[config.mk]
export PLATFORM = sky130hd
export DESIGN_NAME = mem_port_arbiter
export DESIGN_NICKNAME = d
export VERILOG_FILES = /design/src/rtl/mem_port_arbiter.sv
export SDC_FILE = /design/constraint.sdc
export NUM_CORES = 1
export LEC_CHECK = 0
export ABC_AREA = 1
export BUFFER_PORTS_ARGS = -buffer_cell sky130_fd_sc_hd__buf_2
export CORE_UTILIZATION = 51
export DETAILED_ROUTE_END_ITERATION = 16
export PLACE_DENSITY = 0.94
export RECOVER_POWER = 100
export SETUP_SLACK_MARGIN = 0.5
export SYNTH_ARGS = -nofsm -noshare
export SYNTH_HDL_FRONTEND = slang
export SYNTH_SLANG_ARGS = --single-unit
[constraint.sdc]
create_clock -name clk -period 3.5 [get_ports clk]
set_input_delay 0.525 -clock clk [delete_from_list [all_inputs] [get_ports clk]]
set_output_delay 0.525 -clock clk [all_outputs]
set_load 0.02 [all_outputs]
[src/rtl/mem_port_arbiter.sv]
// mem_port_arbiter: arbitrates one single-ported memory between instruction fetch
// and data access using a req/ack handshake and an IDLE/ACC_I/ACC_D sequencer.
// Optional feature macro: MEM_ARB_PERF_EN adds saturating wait-cycle counters.
// Ports:
//   clk, rst                  clock, synchronous active-high reset
//   if_req/if_addr            fetch request (held until if_ack), PC
//   if_ack/if_inst            1-cycle ack pulse, registered instruction
//   halt                      blocks new fetch grants (sampled at grant only)
//   d_req/d_we/d_funct3       data request, store flag, size/sign
//   d_addr/d_wdata            data address and store data
//   d_ack/d_rdata             1-cycle ack pulse, registered load data
//   perf_if_wait/perf_d_wait  wait-cycle counters (MEM_ARB_PERF_EN only)
//   mem_rd/mem_wr/mem_funct3  memory strobes and size/sign
//   mem_addr/mem_wdata        memory address and write data
//   mem_rdata                 memory read data, valid in last access cycle
module mem_port_arbiter #(
    parameter int unsigned MEM_LAT      = 1,
    parameter int unsigned MAX_DATA_RUN = 2
) (
    input  logic        clk,
    input  logic        rst,
    input  logic        if_req,
    input  logic [31:0] if_addr,
    output logic        if_ack,
    output logic [31:0] if_inst,
    input  logic        halt,
    input  logic        d_req,
    input  logic        d_we,
    input  logic [2:0]  d_funct3,
    input  logic [31:0] d_addr,
    input  logic [31:0] d_wdata,
    output logic        d_ack,
    output logic [31:0] d_rdata,
`ifdef MEM_ARB_PERF_EN
    output logic [31:0] perf_if_wait,
    output logic [31:0] perf_d_wait,
`endif
    output logic        mem_rd,
    output logic        mem_wr,
    output logic [2:0]  mem_funct3,
    output logic [31:0] mem_addr,
    output logic [31:0] mem_wdata,
    input  logic [31:0] mem_rdata
);

    localparam int unsigned LAT_W = 3;
    localparam int unsigned RUN_W = (MAX_DATA_RUN < 2) ? 1 : $clog2(MAX_DATA_RUN + 1);
    localparam logic [LAT_W-1:0] LAT_INIT = LAT_W'(MEM_LAT - 1);
    localparam logic [RUN_W-1:0] RUN_MAX  = RUN_W'(MAX_DATA_RUN);
    localparam logic [2:0]       F3_WORD  = 3'b010;

    typedef enum logic [1:0] {IDLE, ACC_I, ACC_D} state_e;

    state_e             state_q, state_d;
    logic [LAT_W-1:0]   lat_q, lat_d;
    logic [RUN_W-1:0]   run_q, run_d;
    logic               if_ack_q, if_ack_d;
    logic               d_ack_q, d_ack_d;
    logic [31:0]        if_inst_q, if_inst_d;
    logic [31:0]        d_rdata_q, d_rdata_d;
    logic               mem_rd_q, mem_rd_d;
    logic               mem_wr_q, mem_wr_d;
    logic [2:0]         mem_funct3_q, mem_funct3_d;
    logic [31:0]        mem_addr_q, mem_addr_d;
    logic [31:0]        mem_wdata_q, mem_wdata_d;

    logic d_elig_c, i_elig_c, run_full_c, grant_d_c, grant_i_c;

    // Grant decision; a requester is not eligible in the cycle its ack is showing.
    always_comb begin
        d_elig_c   = d_req & ~d_ack_q;
        i_elig_c   = if_req & ~if_ack_q & ~halt;
        run_full_c = (MAX_DATA_RUN != 0) && (run_q == RUN_MAX);
        grant_d_c  = (state_q == IDLE) & d_elig_c & ~(i_elig_c & run_full_c);
        grant_i_c  = (state_q == IDLE) & i_elig_c & (~d_elig_c | run_full_c);
    end

    // Next-state, memory-port latch and ack/data capture.
    always_comb begin
        state_d      = state_q;
        lat_d        = lat_q;
        if_ack_d     = 1'b0;
        d_ack_d      = 1'b0;
        if_inst_d    = if_inst_q;
        d_rdata_d    = d_rdata_q;
        mem_rd_d     = mem_rd_q;
        mem_wr_d     = mem_wr_q;
        mem_funct3_d = mem_funct3_q;
        mem_addr_d   = mem_addr_q;
        mem_wdata_d  = mem_wdata_q;
        case (state_q)
            IDLE: begin
                if (grant_d_c) begin
                    state_d      = ACC_D;
                    lat_d        = LAT_INIT;
                    mem_rd_d     = ~d_we;
                    mem_wr_d     = d_we;
                    mem_funct3_d = d_funct3;
                    mem_addr_d   = d_addr;
                    mem_wdata_d  = d_wdata;
                end else if (grant_i_c) begin
                    state_d      = ACC_I;
                    lat_d        = LAT_INIT;
                    mem_rd_d     = 1'b1;
                    mem_wr_d     = 1'b0;
                    mem_funct3_d = F3_WORD;
                    mem_addr_d   = if_addr;
                    mem_wdata_d  = 32'h0;
                end
            end
            ACC_I, ACC_D: begin
                if (lat_q == '0) begin
                    // Last access cycle: capture, ack next cycle, release the port.
                    if (state_q == ACC_I) begin
                        if_inst_d = mem_rdata;
                        if_ack_d  = 1'b1;
                    end else begin
                        if (!mem_wr_q) d_rdata_d = mem_rdata;
                        d_ack_d = 1'b1;
                    end
                    state_d      = IDLE;
                    mem_rd_d     = 1'b0;
                    mem_wr_d     = 1'b0;
                    mem_funct3_d = 3'b000;
                    mem_addr_d   = 32'h0;
                    mem_wdata_d  = 32'h0;
                end else begin
                    lat_d = lat_q - LAT_W'(1);
                end
            end
            default: begin
                state_d = IDLE;
            end
        endcase
    end

    // Consecutive data grants while fetch waits; saturates at the limit.
    always_comb begin
        run_d = run_q;
        if (!if_req || grant_i_c) begin
            run_d = '0;
        end else if (grant_d_c && (run_q != RUN_MAX)) begin
            run_d = run_q + RUN_W'(1);
        end
    end

    always_ff @(posedge clk) begin
        if (rst) begin
            state_q      <= IDLE;
            lat_q        <= '0;
            run_q        <= '0;
            if_ack_q     <= 1'b0;
            d_ack_q      <= 1'b0;
            if_inst_q    <= 32'h0;
            d_rdata_q    <= 32'h0;
            mem_rd_q     <= 1'b0;
            mem_wr_q     <= 1'b0;
            mem_funct3_q <= 3'b000;
            mem_addr_q   <= 32'h0;
            mem_wdata_q  <= 32'h0;
        end else begin
            state_q      <= state_d;
            lat_q        <= lat_d;
            run_q        <= run_d;
            if_ack_q     <= if_ack_d;
            d_ack_q      <= d_ack_d;
            if_inst_q    <= if_inst_d;
            d_rdata_q    <= d_rdata_d;
            mem_rd_q     <= mem_rd_d;
            mem_wr_q     <= mem_wr_d;
            mem_funct3_q <= mem_funct3_d;
            mem_addr_q   <= mem_addr_d;
            mem_wdata_q  <= mem_wdata_d;
        end
    end

`ifdef MEM_ARB_PERF_EN
    logic [31:0] perf_if_q, perf_if_d;
    logic [31:0] perf_d_q, perf_d_d;

    // Saturating count of cycles each requester waits without an ack.
    always_comb begin
        perf_if_d = perf_if_q;
        perf_d_d  = perf_d_q;
        if (if_req && !if_ack_q && (perf_if_q != 32'hFFFF_FFFF)) perf_if_d = perf_if_q + 32'd1;
        if (d_req && !d_ack_q && (perf_d_q != 32'hFFFF_FFFF))    perf_d_d  = perf_d_q + 32'd1;
    end

    always_ff @(posedge clk) begin
        if (rst) begin
            perf_if_q <= 32'h0;
            perf_d_q  <= 32'h0;
        end else begin
            perf_if_q <= perf_if_d;
            perf_d_q  <= perf_d_d;
        end
    end

    assign perf_if_wait = perf_if_q;
    assign perf_d_wait  = perf_d_q;
`endif

    assign if_ack     = if_ack_q;
    assign d_ack      = d_ack_q;
    assign if_inst    = if_inst_q;
    assign d_rdata    = d_rdata_q;
    assign mem_rd     = mem_rd_q;
    assign mem_wr     = mem_wr_q;
    assign mem_funct3 = mem_funct3_q;
    assign mem_addr   = mem_addr_q;
    assign mem_wdata  = mem_wdata_q;

endmodule

**Yosys cells after proc, flatten, opt, wreduce, memory -nomap -nowiden**

Cells that the tools add are included.

- Register bits after elaboration: 142
- Bits of input ports: 137
- Output and inout bits: 135
- Word-level logic and storage cells: 82

- Add/sub/neg operators: 2
- Equality and inequality tests: 7
- Mux-type cells: 28
- Bitwise operators: 19
- Reductions and logical operators: 14

Operators by type and width:

| operator | number |
|---|---|
| $mux 32 | 5 |
| $pmux 32 s2 | 2 |
| $mux 3 | 6 |
| $pmux 3 s2 | 2 |
| $not 1->1 | 10 |
| $reduce_and 3->1 | 3 |
| $and 1x1->1 | 8 |
| $mux 1 | 7 |
| $mux 2 | 3 |
| $ne 2x2->1 const B | 3 |
| $eq 2x2->1 const B | 2 |
| $pmux 1 s2 | 2 |
| $pmux 2 s2 | 1 |
| $reduce_and 4->1 | 1 |
| $reduce_or 2->1 | 2 |
| $logic_not 3->1 | 1 |
| $ne 3x3->1 const B | 1 |
| $reduce_or 3->1 | 1 |
| $sub 3x1->3 const B | 1 |
| $add 2x1->2 const B | 1 |
| $eq 2x1->1 const B | 1 |
| $logic_not 2->1 | 1 |
| $reduce_and 2->1 | 1 |
| $reduce_bool 2->1 | 1 |
| other kinds (4) | 4 |

**Logic depth before layout (Yosys ltp)**

- Depth after elaboration: 8
- Depth in mapped cells: 11
- Mapped depth without buffers: 10

**Least setup slack after synthesis**

No wires, ideal clock.

- Path kind: register -> register
- Start: reg state_q[0]
- End: reg mem_addr_q[10], in the netlist mem_addr[10]
- Library setup time: 111 ps
- Arrival time: 1558 ps
- Required time: 3389 ps
- Path slack: 1831 ps
- Cell stages (with the launch flop): 10
- Buffers on the path: 2
- Period minus slack after synthesis: 1669 ps
- Cell sequence: dfxtp_1 inv_1 ha_1 nand2_1 o21ai_0 nand2_2 buf_2 buf_4 nor2_1 nor2_1

- Word-level cells in the longest chain between the ends: 5
- Elaborated cells between the ends (all ways): 14
- Those cells by class: eq/ne: 4; mux: 2; bitwise: 4; reduce/logical: 4

RTL lines:

| element | RTL line | text |
|---|---|---|
| start, declared | 54 | `state_e state_q, state_d;` |
| start signal, assigned | 162 | `state_q <= state_d;` |
| $logic_not 2->1 | 74, 75, 91 |  |
| $and 1x1->1 (on tied branches) (2 in a row) | 74, 75 |  |
| $ne 3x3->1 (no line) or $mux 32 (tied branches) | - |  |
| $reduce_and 3->1 (no line) or $pmux 32 s2 (tied branches) | - |  |
| end signal, assigned | 172 | `mem_addr_q <= mem_addr_d;` |
| end, declared | 64 | `logic [31:0] mem_addr_q, mem_addr_d;` |

Parallel ways exist; a longest one is shown, timed or not.
A chain may end at the register's enable or synchronous reset.

**Worst setup path after layout**

- Start: reg state_q[0]
- End: reg if_inst_q[2], in the netlist if_inst[2]

- Word-level cells in the longest chain between the ends: 3
- Elaborated cells between the ends (all ways): 4
- Those cells by class: eq/ne: 2; reduce/logical: 2

RTL lines:

| element | RTL line | text |
|---|---|---|
| $eq 2x1->1 or $eq 2x2->1 (tied branches) | 91, 114 |  |
| $reduce_or 2->1 | 91 | `case (state_q)` |
| $reduce_and 3->1 (no line) (*) | - |  |
| end signal, assigned | 167 | `if_inst_q <= if_inst_d;` |
| end, declared | 59 | `logic [31:0] if_inst_q, if_inst_d;` |

Mark *: on every way between the ends. The rest lies on a longest branch, timed or not.

==> results.cfg <==
[grt]
grt_pass1_vias = 5938
gr-total-overflow = 0
grt.total_usage = 0.276
grt_pass1_wl_um = 27300
grt_max_degree = 75
antenna_found_initial = 0

[routing]
viasPerCell = 4.99
wirelength_um = 16800
drtIter0Drc = 453
vias = 6445
ant_nets = 0
route.detailed.drc = 0
routedWlPerCell_um = 13.0
drt_first_pass_iters = 5

[worst_setup_path]
reg2regPathDepth = 9
worstPathMaxFanout = 33
r2r_start = state_q[0]
r2r_slack_ns = 0.68
cp-start-kind = flip-flop
crit_arrival_ns = 3.17
cp.required_ns = 3.85
crit_path_end = if_inst[2]
timing_worst_setup_path_type = flip-flop to flip-flop
critPathCaptureType = flip-flop
critical_path.startpoint = state_q[0]
rr_endpoint = if_inst[2]

[cts]
postCtsSetupBuffers = 0
ctsLongestPathBuffers = 2
h-tree-depth = 4
ctsResizeCount = 0
cts_hold_buf = 0
cts_sinks = 142
clk_latency_ns = 0.43
cts_buffers = 17
cts_tree = yes
clk_pin_slew_ns = 0.06
cts-root-buf = clkbuf_16

[floorplan]
dieWidth_um = 111
die_area_sq_um = 12200
fp.dieH_um = 111
fp-row-count = 39
initial_core_util = 0.525
core_area_sq_um = 11500
io_pins = 272

[sta]
slew_headroom = 0.0461
setup_viol = 0
drv_slew = 0
fmax_ghz = 0.355
worst_slew_pin_slew_ns = 1.43
hold_slack_ns = 0.333
finalCritPeriodShare = 0.806
finalCriticalPeriod_ns = 2.82
hold_viol = 0
fin_skew_ns = 0.00896
rsz0062_at_grt = no
setup-tns-final_ns = 0

[pwr]
power.total_mw = 7.98
p_leak_nw = 3.66
peakVddDrop_uv = 607
cellPowerDensity_nw_per_um2 = 1010

[min_path]
hp-class = input pin to flip-flop

[synth]
synth_top_area_cell = dfxtp_1
synthCells = 892
ys_types = 22
ys_warn_count = 0
ys_seq_area_frac = 0.472
synthTopCellsByArea = dfxtp_1 47%, nand2_1 13%, nor2_1 12%
synth_largest_type_area_fraction = 0.472
avgSynthCellArea_sq_um = 6.75
synth_nets = 1034
synth.cell_area_sq_um = 6020
ys_seq_elements = 142

[finish]
layout_commonest_cell = nand2_1
drive_above_1_share = 0.159
nNetsFinal = 1277
antenna_cells = 0
fin_area_sq_um = 7870
fillers = 999
syn2layout_area_growth_pct = 30.7
layout_common_cells = 216 x nand2_1, 193 x nor2_1, 142 x dfxtp_1

[run]
cap_viol_max_count = 0

[outcome]
status = finished clean

[place]
dp_hpwl_um = 11200
gp_congestion = 0.800
dpl_cell_area_sq_um = 7380
portBuffers = 271
[logic make-up (layout without fill, tap and decap cells)]
logic type      count (synthesis)  in the layout  synth area share
fa+ha+maj                       5              5            0.0104
compound gates                111            111            0.0927
simple gates                  492            492             0.330
xor+xnor                        1              1           0.00146
buf+inv                       141            397            0.0933
flops                         142            142             0.472
[synth_stat cells]
| library cell | n |
|---|---|
| nand4_1 | 2 |
| buf_4 | 3 |
| clkbuf_1 | 34 |
| o21ai_0 | 34 |
| nand4_2 | 1 |
| nand2_1 | 215 |
| buf_1 | 3 |
| nor2_1 | 193 |
| nor3_1 | 2 |
| nand3_1 | 72 |
| ha_1 | 5 |
| inv_1 | 81 |
| dfxtp_1 | 142 |
| o211ai_1 | 1 |
| a21oi_1 | 76 |
| or2_2 | 2 |
| xor2_1 | 1 |
| nor3_2 | 1 |
| buf_2 | 17 |
| nand2_2 | 2 |
| inv_2 | 3 |
| nor2_4 | 2 |
[area by class of cell]
cell class                 count  area, sq um  share of cell area
inverter                      84          315              0.0401
timing repair buffer         281         1250               0.159
tap                          143          179              0.0227
clock buffer                  18          429              0.0546
multi-input combinational    609         2610               0.331
sequential                   142         2840               0.361
clock inverter                14          239              0.0304
[layer usage]
layer / GRT usage / wire (um)
met5: 0 / 0
met4: 0.149 / 529
met3: 0.0708 / 1280
met2: 0.488 / 8220
met1: 0.300 / 6800
[where the power goes]
part	internal [mW]	switching [mW]
sequential	2.06	0.218
combinational	1.06	2.60
clock	1.34	0.703
[worst max-delay path: stages, from the launching register on]
cell and delay [ns]:
dfxtp_1 0.36, inv_1 0.05, ha_1 0.39, nand2_1 0.16
inv_1 0.05, buf_4 0.24, nand2_1 0.09, clkbuf_1 1.04
nand2_1 0.16, a21oi_1 0.20
[registers in the layout, summed over array words and instances, names as in the netlist, 2 cells and up]
name	cells
d_rdata	32
if_inst	32
mem_addr	32
mem_wdata	32
lat_q	3
mem_funct3	3
run_q	2
state_q	2
[how the worst min path moves through the flow]
stage,start,end,depth (start not counted)
after global placement,if_inst[15],if_inst[15],2
after detailed placement,if_inst[6],if_inst[6],2
final,mem_rdata[27],d_rdata[27],3
after CTS,mem_rdata[27],d_rdata[27],3
after floorplan,state_q[1],state_q[1],2
after global routing,mem_rdata[24],d_rdata[24],3
[stage by stage]
step	std cells	worst slack [ns]	utilization
after floorplan	892	1.83	-
after global placement	1259	1.21	0.644
after detailed placement	1259	1.09	0.644
after CTS	1291	1.08	0.702
after global routing	1291	0.439	0.686
final	1291	0.679	0.686
(Power assumes the default switching activity.)
